<file path="src/rtl/multi_debounce.sv">
// N-channel push-button conditioner: two-flop synchroniser, counter-based
// stability filter, registered debounced level, one-cycle press/release
// pulses and an optional one-shot long-press pulse per channel.
module multi_debounce #(
  parameter int NUM_CH        = 2,
  parameter int STABLE_CYCLES = 5,
  parameter int LONG_CYCLES   = 1000
) (
  input  logic              clk,
  input  logic              rst_n,
  input  logic              sample_en,
  input  logic [NUM_CH-1:0] btn_in,
  output logic [NUM_CH-1:0] btn_level,
  output logic [NUM_CH-1:0] btn_rise,
  output logic [NUM_CH-1:0] btn_fall,
  output logic [NUM_CH-1:0] btn_long
);

  localparam int CNT_W  = $clog2(STABLE_CYCLES + 1);
  // A zero-width counter is illegal, so keep at least one bit even when the
  // long-press feature is disabled (the counter is not built in that case).
  localparam int HOLD_W = (LONG_CYCLES > 0) ? $clog2(LONG_CYCLES + 1) : 1;

  localparam logic [CNT_W-1:0]  STAB_LAST = CNT_W'(STABLE_CYCLES - 1);
  localparam logic [HOLD_W-1:0] HOLD_MAX  = HOLD_W'(LONG_CYCLES);
  localparam logic [HOLD_W-1:0] HOLD_LAST = HOLD_W'(LONG_CYCLES - 1);

  // Saturating increment of the hold counter; it parks at LONG_CYCLES so a
  // single press can never produce a second long pulse.
  function automatic logic [HOLD_W-1:0] sat_inc(input logic [HOLD_W-1:0] v);
    sat_inc = (v == HOLD_MAX) ? v : v + HOLD_W'(1);
  endfunction

  logic [NUM_CH-1:0] sync1;
  logic [NUM_CH-1:0] sync2;

  // Stage 0/1 boundary: two-flop synchroniser, runs every clock regardless of strobe
  always_ff @(posedge clk or negedge rst_n) begin
    if (!rst_n) begin
      sync1 <= '0;
      sync2 <= '0;
    end else begin
      sync1 <= btn_in;
      sync2 <= sync1;
    end
  end

  for (genvar ch = 0; ch < NUM_CH; ch++) begin : g_ch
    logic [CNT_W-1:0] stab_cnt;
    logic             level_q;
    logic             rise_q;
    logic             fall_q;
    logic             flip;

    // The level changes on this strobe: the synchronised input has disagreed
    // with the level for STABLE_CYCLES consecutive strobed samples.
    assign flip = sample_en && (sync2[ch] != level_q) && (stab_cnt == STAB_LAST);

    // Stage 2 boundary: stability filter, debounced level and edge pulses
    always_ff @(posedge clk or negedge rst_n) begin
      if (!rst_n) begin
        stab_cnt <= '0;
        level_q  <= 1'b0;
        rise_q   <= 1'b0;
        fall_q   <= 1'b0;
      end else begin
        rise_q <= 1'b0;
        fall_q <= 1'b0;
        if (sample_en) begin
          if (sync2[ch] == level_q) begin
            stab_cnt <= '0;
          end else if (flip) begin
            level_q  <= sync2[ch];
            stab_cnt <= '0;
            rise_q   <= sync2[ch];
            fall_q   <= ~sync2[ch];
          end else begin
            stab_cnt <= stab_cnt + CNT_W'(1);
          end
        end
      end
    end

    assign btn_level[ch] = level_q;
    assign btn_rise[ch]  = rise_q;
    assign btn_fall[ch]  = fall_q;

    if (LONG_CYCLES > 0) begin : g_long
      logic [HOLD_W-1:0] hold_cnt;
      logic              long_q;

      // Stage 3 boundary: press-duration counter and one-shot long pulse;
      // the strobe on which the level falls clears the counter instead, so a
      // long pulse never coincides with the release pulse.
      always_ff @(posedge clk or negedge rst_n) begin
        if (!rst_n) begin
          hold_cnt <= '0;
          long_q   <= 1'b0;
        end else begin
          long_q <= 1'b0;
          if (sample_en) begin
            if (!level_q || flip) begin
              hold_cnt <= '0;
            end else begin
              long_q   <= (hold_cnt == HOLD_LAST);
              hold_cnt <= sat_inc(hold_cnt);
            end
          end
        end
      end

      assign btn_long[ch] = long_q;
    end else begin : g_no_long
      assign btn_long[ch] = 1'b0;
    end
  end

endmodule

</file>
<file path="config.mk">
export PLATFORM = sky130hd
export DESIGN_NAME = multi_debounce
export DESIGN_NICKNAME = d
export VERILOG_FILES = /design/src/rtl/multi_debounce.sv
export SDC_FILE = /design/constraint.sdc
export NUM_CORES = 1
export LEC_CHECK = 0
export ABC_AREA = 1
export ABC_CLOCK_PERIOD_IN_PS = 1850
export BUFFER_PORTS_ARGS = -buffer_cell sky130_fd_sc_hd__buf_2
export CORE_MARGIN = 2
export CORE_UTILIZATION = 39
export CTS_CLUSTER_DIAMETER = 50
export DETAILED_ROUTE_END_ITERATION = 16
export SLEW_MARGIN = 10
export SYNTH_ARGS = -nofsm -noshare
export SYNTH_HDL_FRONTEND = slang
export SYNTH_SLANG_ARGS = --single-unit
</file>
<file path="constraint.sdc">
create_clock -name clk -period 1.85 [get_ports clk]
set_input_delay 0.185 -clock clk [delete_from_list [all_inputs] [get_ports clk]]
set_output_delay 0.185 -clock clk [all_outputs]
set_load 0.01 [all_outputs]
</file>
======== Word level (Yosys, flattened, before mapping) ========
Index checks and enable logic that the tools add are counted.
cells by class
  add/subtract/negate cells ............... 4
  eq/ne operators ......................... 12
  mux-type cells .......................... 24
  bitwise gates (word level) .............. 4
  reduce and logical (&&, ||, !) cells .... 12
operator list
  kind                   number
  $eq 10x10->1 const B   4
  $mux 10                4
  $add 10x1->10 const B  2
  $mux 1                 16
  $mux 3                 4
  $add 3x1->3 const B    2
  $eq 3x3->1 const B     2
  $reduce_and 3->1       2
  $logic_and 1x1->1      4
  $ne 2x2->1 const B     2
  $not 1->1              4
  $reduce_and 2->1       2
  $eq 1x1->1             2
  $logic_not 1->1        2
  $logic_or 1x1->1       2
  $ne 1x1->1             2
word-level totals
  bits in registers ....................... 38
  word-level logic and storage cells ...... 70

======== Depth between registers and ports, before layout ========
Gate-level depths: netlist of run 1.
  depth in word-level cells ............... 6
  mapped depth ............................ 10
  gate-level depth less buffers ........... 9

======== Worst setup path before layout of run 1 ========
No wires, ideal clock.
  kind .................................... register to register
  from .................................... register g_ch[0].stab_cnt[0]
  to ...................................... register g_ch[0].g_long.hold_cnt[3]
  library setup time ...................... 116 ps
  arrival time ............................ 1,262 ps
  setup slack ............................. 472 ps
  stages on the path, launching flop included .. 10
  buffers on the path ..................... 1
  period minus slack after synthesis ...... 1,378 ps
  cell sequence ........................... dfrtp_1 > inv_1 > ha_1 > nand2_1 > clkinv_1 > a31oi_1 > buf_6 > a21oi_1 > nand2_1 > nand2_1
between the ends
  cells in the longest elaborated chain, start to end .. 5
  elaborated cells on any way between the ends .. 6
  those cells by class .................... 2 x eq/ne; 1 x mux; 3 x reduce/logical
ends and longest elaborated chain
  item                               line  source
  start: declaration                 49    logic [CNT_W-1:0] stab_cnt;
  start signal: assignment           78    stab_cnt <= stab_cnt + CNT_W'(1);
  $eq 3x3->1 (*)                     57    assign flip = sample_en && (sync2[ch] != level_q) && (stab_cnt == STAB_LAST);
  $logic_and 1x1->1 (*)              57
  $logic_or 1x1->1 (*)               102   if (!level_q || flip) begin
  $ne 2x2->1 (no source line)        -
  $reduce_and 2->1 (no source line)  -
  end signal: assignment             106   hold_cnt <= sat_inc(hold_cnt);
  end: declaration                   89    logic [HOLD_W-1:0] hold_cnt;
Mark *: on every way between the ends. The rest lies on a longest branch, timed or not.
A chain may end at the register's enable or synchronous reset.

======== Worst setup path in the final report of run 1 ========
  from .................................... register g_ch[0].stab_cnt[0]
  to ...................................... register g_ch[0].g_long.hold_cnt[8]
Same word-level chain as after synthesis.

==> results of run 1 <==
## Yosys cell counts, drive strengths merged
cell type	instances	area, um^2
o211ai	2	15.0
xor2	8	70.1
inv	40	150
nand4	17	106
clkinv	1	3.75
o21ai	6	30.0
ha	8	100
nor2	30	123
buf	11	83.8
a31oi	2	27.5
nand2	103	404
nand3	13	65.1
nor3	2	10.0
clkbuf	1	3.75
a21oi	3	15.0
nand3b	1	7.51
dfrtp	38	951
## worst paths after layout
check / start / end / cells after the start
min: sample_en / g_ch[1].g_long.hold_cnt[6]$_DFFE_PN0P_ / 3
max: g_ch[0].stab_cnt[0]$_DFFE_PN0P_ / g_ch[0].g_long.hold_cnt[8]$_DFFE_PN0P_ / 10
max in group asynchronous: rst_n / g_ch[1].g_long.hold_cnt[9]$_DFFE_PN0P_ / 3
min reg2reg: sync1[1]$_DFF_PN0_ / sync2[1]$_DFF_PN0_ / 0
min in group asynchronous: rst_n / g_ch[0].g_long.hold_cnt[4]$_DFFE_PN0P_ / 3
max reg2reg: g_ch[0].stab_cnt[0]$_DFFE_PN0P_ / g_ch[0].g_long.hold_cnt[8]$_DFFE_PN0P_ / 10
## power by group through the flow
| stage | registers (mW) | logic [mW] | clock network (mW) |
|---|---|---|---|
| floorplan | 0.993 | 0.348 | 0 |
| global placement | 1.01 | 0.432 | 0 |
| detailed placement | 1.01 | 0.440 | 0 |
| CTS | 0.993 | 0.449 | 0.890 |
| global route | 1.01 | 0.518 | 0.920 |
| finish | 0.992 | 0.440 | 0.870 |
## cells in the final DEF, fill, tap and decap left out
| master | n |
|---|---|
| sky130_fd_sc_hd__buf_2 | 12 |
| sky130_fd_sc_hd__a31oi_4 | 1 |
| sky130_fd_sc_hd__nand3b_1 | 1 |
| sky130_fd_sc_hd__nand2_4 | 2 |
| sky130_fd_sc_hd__buf_4 | 4 |
| sky130_fd_sc_hd__a21oi_1 | 3 |
| sky130_fd_sc_hd__nor2_1 | 26 |
| sky130_fd_sc_hd__nand2_2 | 1 |
| sky130_fd_sc_hd__inv_1 | 38 |
| sky130_fd_sc_hd__ha_1 | 8 |
| sky130_fd_sc_hd__o21ai_0 | 6 |
| sky130_fd_sc_hd__nand3_1 | 13 |
| sky130_fd_sc_hd__clkinv_4 | 1 |
| sky130_fd_sc_hd__inv_2 | 2 |
| sky130_fd_sc_hd__nor2_2 | 4 |
| sky130_fd_sc_hd__nand2_1 | 100 |
| sky130_fd_sc_hd__a31oi_1 | 1 |
| sky130_fd_sc_hd__nand4_1 | 17 |
| sky130_fd_sc_hd__dlygate4sd3_1 | 3 |
| sky130_fd_sc_hd__dfrtp_1 | 38 |
| sky130_fd_sc_hd__clkinv_1 | 1 |
| sky130_fd_sc_hd__o211ai_1 | 2 |
| sky130_fd_sc_hd__clkbuf_8 | 5 |
| sky130_fd_sc_hd__nor3_1 | 2 |
| sky130_fd_sc_hd__bufinv_16 | 2 |
| sky130_fd_sc_hd__xor2_1 | 8 |
## cell type report
class                      instances  area share, %
clock buffer                       5           2.84
clock inverter                     3           2.84
inverter                          41           6.34
multi-input combinational        195           40.1
sequential                        38           39.2
tap                               72           3.71
timing repair buffer              19           4.95
## critical path: stages (launching register included)
cell                       delay [ns]
sky130_fd_sc_hd__dfrtp_1         0.36
sky130_fd_sc_hd__inv_1           0.07
sky130_fd_sc_hd__ha_1            0.20
sky130_fd_sc_hd__nand2_1         0.09
sky130_fd_sc_hd__clkinv_1        0.08
sky130_fd_sc_hd__a31oi_1         0.29
sky130_fd_sc_hd__buf_4           0.21
sky130_fd_sc_hd__nand2_1         0.05
sky130_fd_sc_hd__nor2_1          0.08
sky130_fd_sc_hd__nand2_1         0.06
sky130_fd_sc_hd__nand2_1         0.07
## registers in the layout, summed over array words and instances, names as in the netlist
| signal | cells |
|---|---|
| g_ch.fall_q | 2 |
| g_ch.g_long.hold_cnt | 20 |
| g_ch.stab_cnt | 6 |
| sync2 | 2 |
| g_ch.rise_q | 2 |
| sync1 | 2 |
| g_ch.level_q | 2 |
| g_ch.g_long.long_q | 2 |
## cells by family after synthesis
| group | after synthesis |
|---|---|
| AOI/OAI and AO/OA | 13 |
| xor gates and xnor gates | 8 |
| buffers and inverters | 53 |
| DFF | 38 |
| adders and majority gates | 8 |
| and+or+nand+nor | 166 |
## metrics by stage
| stage | total power [mW] | hold WS [ns] | setup WS, ns | utilization, % | instance area (um^2) |
|---|---|---|---|---|---|
| 2_1_floorplan | 1.34 | -0.111 | 0.472 | - | 2170 |
| 3_3_place_gp | 1.44 | 0.262 | 0.326 | 41.5 | 2260 |
| 4_1_cts | 2.33 | 0.313 | 0.216 | 44.6 | 2430 |
| 3_5_place_dp | 1.45 | 0.270 | 0.247 | 41.5 | 2260 |
| 5_1_grt | 2.45 | 0.331 | 0.0623 | 44.6 | 2430 |
| 6_report | 2.30 | 0.314 | 0.243 | 44.6 | 2430 |
## per-layer routing
| metal | track usage (%) | wire length [um] | part of all wire [%] |
|---|---|---|---|
| met1 | 19.0 | 1940 | 49 |
| met3 | 3.45 | 111 | 2.8 |
| met5 | 0 | 0 | 0 |
| met4 | 5.79 | 61 | 1.5 |
| met2 | 24.5 | 1860 | 47 |
==> run summary, run 1 <==
At the later pin of the worst-skew pair, clock insertion delay measures around 0.3 ns. From left edge to right edge, the die measures 78.5 um. After synthesis, the largest family of logic cells by area is simple AND/OR/NAND/NOR gates.

The number of nets produced by synthesis came out at 299. The power density over cell area came out at roughly 950 nW/um^2. The overall die area came out at approximately 6000 um^2.

The area taken by flip-flops and latches is 951 um^2. The TritonCTS sink count is 38. The synthesized netlist devotes about a third of its cell area to simple gates. TritonCTS built the clock tree.

The count of hold buffers inserted by post-cts repair came out at 3. STA classifies the critical path startpoint as a register. Summing the areas of all compound-gate instances in the mapped netlist gives under 10% of the synthesized area.

After synthesis, flip-flops and latches occupy a little over two fifths of the total area. The largest voltage drop on the vdd net is between 0.0005 and 0.0006 V. The synthesized area is between 2000 and 2500 um^2. The shortest period the worst path allows is 1.61 ns. The area share of xor/xnor cells in the synthesized design is 3.24%. The mux share of post-synthesis cell area came out at 0%. The number of nets at the end of the flow is 313. The layout has between 500 and 600 filler cells. Global routing finished with a remaining overflow of 0. The number of register bits inferred by synthesis came out at 38. After detailed routing, the number of vias per cell comes to about 4.6. The total placed cells including tap cells is roughly 360. The register share of total power is ~43%.

The via count of the first global-routing pass is approximately 1,700. The setup check on the worst reg-to-reg path leaves a slack of 0.24 ns. Setup repair after global routing left no endpoint under its margin. The number of distinct library cell variants in the gate-level netlist after synthesis is 24. The final layout contains routed wiring with a total length of between 3 and 4 mm. The root buffer cell chosen for the clock tree is sky130_fd_sc_hd__clkbuf_8. The worst setup path is of the reg -> reg kind. The routed layout has between 1,500 and 2,000 vias.

The share of total power dissipated in combinational logic is between 10% and 20%. The maximum number of pins on one net before global-route repair is 39. The number of max-capacitance violations reported is 0.

The internal portion of the total power is ~1.6 mW. The post-route fraction of the period consumed by the critical path is 86.9%. The total of endpoints with negative setup slack in the final report came out at 0.

The number of antenna violations at the first check in global routing came to 0. The transition time at the pin with the least slew margin came out at between 0.4 and 0.5 ns. The highest achievable clock rate is between 600 and 700 MHz. The count of unresolved DRC violations after routing came out at 0. The worst-case headroom to the max-slew limit is between 60% and 70%.

The total count of max-transition violations in the final report was 0. The number of routed nets with antenna violations came out at 0. Clock-pin slew was measured on the worst setup and hold paths at ~0.090 ns.

The clock network fraction of design power is between 30% and 40%. Summing all multi-input logic gate instances after layout gives ~970 um^2. The finished layout holds roughly 370 standard cells, fillers aside. The buffers inserted during post-CTS setup optimization came out at 0. The post-synthesis average cell area is between 7 and 8 um^2.

Of the cells placed in the final design, the portion with a size suffix greater than 1 is between 10% and 20%. Summed over all nets, the switching power comes to 0.679 mW. The total iterations of the first detailed-routing run came out at 4. The worst setup path is captured at a register. After floorplanning, the core was sized to cover around 5400 um^2.

The flow ran to the end, and the final reports show no timing, DRC or antenna violations. The final worst clock skew came out at around 0.0077 ns. The initial utilization of the core area, before any placement, comes to about two fifths. The number of standard-cell rows in the floorplan is 27.

The placer's final routability congestion estimate came out at between 0.7 and 0.8. The DRC marker count from the first detailed-route iteration came out at 114. The switching part of the total came out at around 30%.

The signal arrival time at the worst endpoint came out at about 1.9 ns. The maximum fanout encountered on the critical timing path came out at 6. Port buffering added 12 buffers. The required time of the critical path came out at about 2.1 ns. The total count of hold-check failures in the final report came to 0. The number of cells upsized or downsized after cts came out at 0. The global-route wire length before repair is approximately 7.3 mm. The average detailed-routed wire length per instance is between 10 and 15 um.

The maximum count of clock buffers along a single path is 2. The combined global-route utilization of all metal layers came out at about 15%. In this run the worst hold path is classified as in -> reg. The layout-stage area growth over the synthesis result came out at 12.0%. CTS built an H-tree with a depth of 2. Summed over all failing endpoints, the final setup total negative slack is 0 ns.

The number of synthesis warnings came out at 0. Pin placement for this block handled 13 I/O pins. The half-perimeter wire length of the detailed placement result came out at between 2 and 3 mm. The adder-cell area share of the yosys netlist came out at 4.62%. Buffers inserted during clock tree synthesis total 5. The height of the chip came out at around 80 um. After technology mapping, the gate count stands at 286. For this design the static power due to leakage is 1.35 nW. The total inserted antenna cells came out at 0.
Power figures use the tool's default switching activity.
==> run 2: changes to the inputs <==
ABC_CLOCK_PERIOD_IN_PS = 1900   (was 1850)
GPL_ROUTABILITY_DRIVEN = 1   (was unset)
clock period = 1.9 ns   (was 1.85 ns; I/O delays follow)
==> run 2 against run 1 <==
  * Sequential power fell by 2.6%
  * Routed wire length fell by 1.0%
  * Via count fell by 0.81%
  * Clock skew fell by 0.0028 ns
  * Final cell count rose by 0.27%
  * Critical path depth did not move
  * Sequential cell count did not move
  * Global-route usage fell by 0.15 points
  * Total power fell by 2.5%
  * Non-clock buffer count rose by 1
  * Clock-buffer cell count rose by 1
  * Die area did not move
  * Largest cell class unchanged
==> run summary, run 2 (synthesis results as in run 1) <==
The average detailed-routed wire length per instance came out at 10.5 um (-1.3%). The area after detailed placement came out at 2270 um^2 (+0.33%). The worst hold margin is 0.341 ns (+0.0273 ns). Walking the worst path, the cells encountered are inv_1 -> ha_1 -> nand2_1 -> clkinv_1 -> a31oi_2 -> buf_4 -> nand2_1 -> nor2_1 -> nand2_1 -> nand2_1. The number of routed nets with antenna violations is 0 (unchanged). The maximum count of clock buffers along a single path is 2 (unchanged). The final design instance area without fill is 2440 um^2 (+0.77%).

The total inserted antenna cells is 0 (unchanged). The final worst clock skew came out at 0.00486 ns (-0.00281 ns). The clock latency reported for the late side of the worst-skew pair came out at 0.29 ns (about the same).

The sort of element at the end of the critical path is a register. The largest voltage drop on the vdd net is 0.000533 V (-11%). The post-route fraction of the period consumed by the critical path is 83.8% (-3.0 points). The startpoint identified for the worst hold timing path is sample_en. The total placed cells including tap cells came to 363 (+0.28%). The TritonCTS sink count came out at 38 (unchanged). The maximum fanout encountered on the critical timing path is 6 (unchanged). The top-level I/O count is 13 (unchanged).

The total of endpoints with negative setup slack in the final report came out at 0 (unchanged). The worst-case headroom to the max-slew limit came out at 63.3% (-4.8 points). The count of buffers from port buffering came out at 12 (unchanged). The shortest period the worst path allows is 1.59 ns (-0.0141 ns). The top cell types in the final layout, fill and taps aside, are sky130_fd_sc_hd__nand2_1, sky130_fd_sc_hd__inv_1, sky130_fd_sc_hd__dfrtp_1.

The number of max-capacitance violations reported is 0 (unchanged). The count of unresolved DRC violations after routing is 0 (unchanged). The ratio of cells with drive above 1 in the final layout is 11.9% (+0.62 points).

The buffers inserted during post-CTS setup optimization was 0 (unchanged). The met3 wire length is 115 um (+3.6%). The DRC marker count from the first detailed-route iteration came out at 84 (-26%). The placer's final routability congestion estimate is 0.808 (+1.3%).

The clock edge transition at the registers on the reported setup and hold paths is 0.08 ns (about the same). The CTS buffer count came out at 5 (unchanged). The number of cell instances on the worst register-to-register path is 10 (unchanged). The combined global-route utilization of all metal layers came out at 14.8% (-0.15 points). Leaving out fill and tap cells, the most frequent cell in the layout is sky130_fd_sc_hd__nand2_1. TritonCTS built the clock tree.

The power density over cell area came out at 917 nW/um^2 (-3.3%). Counting stages on the worst path, the most repeated cell is sky130_fd_sc_hd__nand2_1. The largest incremental delay on the critical path is 0.35 ns (about the same).

The overall die area came out at 6170 um^2 (unchanged). The setup slack after placement came out at 0.223 ns (-0.0248 ns). The highest metal layer carrying signal wires in the routed design is met4. The number of flip-flops under the largest register name came to 20 (unchanged). Counting flops per register, the top entry is g_ch.g_long.hold_cnt. The class of the most critical setup path is reg -> reg.

The filler-free cell count of the finished design came out at 374 (+0.27%). The highest achievable clock rate came out at 628 MHz (+0.88%). Setup repair after global routing left no endpoint under its margin. The global route total overflow is 0 (unchanged). The met1 routed wirelength after detailed routing is 1.97 mm (+1.9%). The total met2 wirelength after detailed routing came out at 1.79 mm (-3.6%). The global-route wire length before repair is 7.19 mm (-1.6%). The required time of the critical path was 2.13 ns (+0.04 ns).

The root buffer cell chosen for the clock tree is sky130_fd_sc_hd__clkbuf_8. The number of nets at the end of the flow is 314 (+0.32%). The final routed wirelength across all metal layers came out at 3.93 mm (-1.0%).

The number of vias per cell is 4.56 (-1.1%). In this run the critical register-to-register path is captured at g_ch[0].g_long.hold_cnt[7]$_DFFE_PN0P_. The number of antenna violations at the first check in global routing came out at 0 (unchanged). The total iterations of the first detailed-routing run came to 5 (+1). The area taken by flip-flops and latches came out at 951 um^2 (unchanged). The total of fill cells in the finished design came to 540 (-3.6%). The run finished with clean final reports. The starting utilization of the core area came out at 39.8% (unchanged). The area growth from synthesis to layout is 12.9%. The depth of the CTS H-tree came out at 2 (unchanged). The total count of max-transition violations in the final report is 0 (unchanged).

STA classifies the critical path startpoint as a register. The height of the chip came out at 78.5 um (unchanged). In this run the critical register-to-register path is launched from g_ch[0].stab_cnt[0]$_DFFE_PN0P_. The slack of the critical path is 0.307 ns (+0.0641 ns). The aggregate negative setup slack came out at 0 ns (unchanged).

The number of standard-cell rows in the floorplan came to 27 (unchanged). The via count of the first global-routing pass is 1,640 (-2.3%). The maximum number of pins on one net before global-route repair came out at 27 (-31%). The half-perimeter wire length of the detailed placement result came out at 2.86 mm (+3.0%). In the final layout, the registers with the most flip-flops are g_ch.g_long.hold_cnt (20), g_ch.stab_cnt (6). The total number of vias is 1,704 (-0.81%).

The setup slack on the worst flop-to-flop path came out at 0.31 ns (+0.06 ns). The die boundary width is 78.5 um (unchanged). The cell depth of the worst hold path is 4 (+1).

Among cell families on the critical path, the largest total delay comes from buffers and inverters. The path type of the worst min-delay path is in -> reg. The transition time at the pin with the least slew margin is 0.550 ns (+0.0716 ns). The area taken by multi-input logic gates came to 980 um^2 (+0.64%).

The area of the core came out at 5440 um^2 (unchanged). The total count of hold-check failures in the final report was 0 (unchanged). The signal arrival time at the worst endpoint is 1.83 ns (-0.02 ns). The worst path buffer plus inverter count came out at 3 (unchanged). The slowest stage of the critical path belongs to the cell sky130_fd_sc_hd__dfrtp_1. The path with the worst hold slack has its endpoint at g_ch[0].g_long.hold_cnt[0]$_DFFE_PN0P_. The leakage power is 1.36 nW (+0.57%).
-- run 2: cell count changes in the layout (fill, tap and decap cells not counted) --
| cell | delta |
|---|---|
| sky130_fd_sc_hd__a31oi_1 | -1 |
| sky130_fd_sc_hd__a31oi_2 | +1 |
| sky130_fd_sc_hd__buf_4 | +1 |
| sky130_fd_sc_hd__clkbuf_8 | +1 |
| sky130_fd_sc_hd__clkinv_4 | -1 |
-- run 2: what timing repair did --
action                     4_1_cts  5_1_grt
hold endpoints to repair        26        0
setup endpoints to repair        0       10
gates resized for setup          0        1
hold buffers                     3        0
-- run 2: metrics by stage --
step	total power, mW	util, %
floorplan	1.31	-
global placement	1.39	41.7
detailed placement	1.40	41.7
CTS	2.27	44.8
global route	2.41	45.0
finish	2.24	45.0
-- run 2: worst max-delay path by stage --
stage	start	end	depth (start not counted)	slack (ns)
after floorplan	g_ch[0].stab_cnt[0]$_DFFE_PN0P_	g_ch[0].g_long.hold_cnt[3]$_DFFE_PN0P_	9	0.52
after global placement	g_ch[0].stab_cnt[0]$_DFFE_PN0P_	g_ch[0].g_long.hold_cnt[9]$_DFFE_PN0P_	10	0.25
after detailed placement	g_ch[0].stab_cnt[0]$_DFFE_PN0P_	g_ch[0].g_long.hold_cnt[9]$_DFFE_PN0P_	10	0.22
after CTS	g_ch[0].stab_cnt[0]$_DFFE_PN0P_	g_ch[0].g_long.hold_cnt[9]$_DFFE_PN0P_	10	0.20
after global routing	g_ch[0].stab_cnt[0]$_DFFE_PN0P_	g_ch[0].g_long.hold_cnt[7]$_DFFE_PN0P_	10	0.06
final	g_ch[0].stab_cnt[0]$_DFFE_PN0P_	g_ch[0].g_long.hold_cnt[7]$_DFFE_PN0P_	10	0.31
-- run 2: power by group --
part	switching [mW]	total, mW	internal, mW
logic	0.271	0.424	0.152
clock network	0.294	0.854	0.560
registers	0.0678	0.966	0.898
total	0.633	2.24	1.61
-- run 2: final cells by class --
type	instances	share of cell area [%]
clock buffer	6	3.38
clock inverter	2	2.46
inverter	41	6.29
multi-input combinational	195	40.1
sequential	38	38.9
tap	72	3.68
timing repair buffer	20	5.22
-- run 2: routing by layer --
layer	track usage, %	vias up
li1	-	917
met1	18.9	757
met2	23.8	25
met3	3.79	5
met4	6.14	0
met5	0	-
-- run 2: worst min-delay path, cell delays in order --
cell and delay (ns):
sky130_fd_sc_hd__buf_2 0.11, sky130_fd_sc_hd__a31oi_2 0.16, sky130_fd_sc_hd__nand4_1 0.07, sky130_fd_sc_hd__nand2_1 0.05
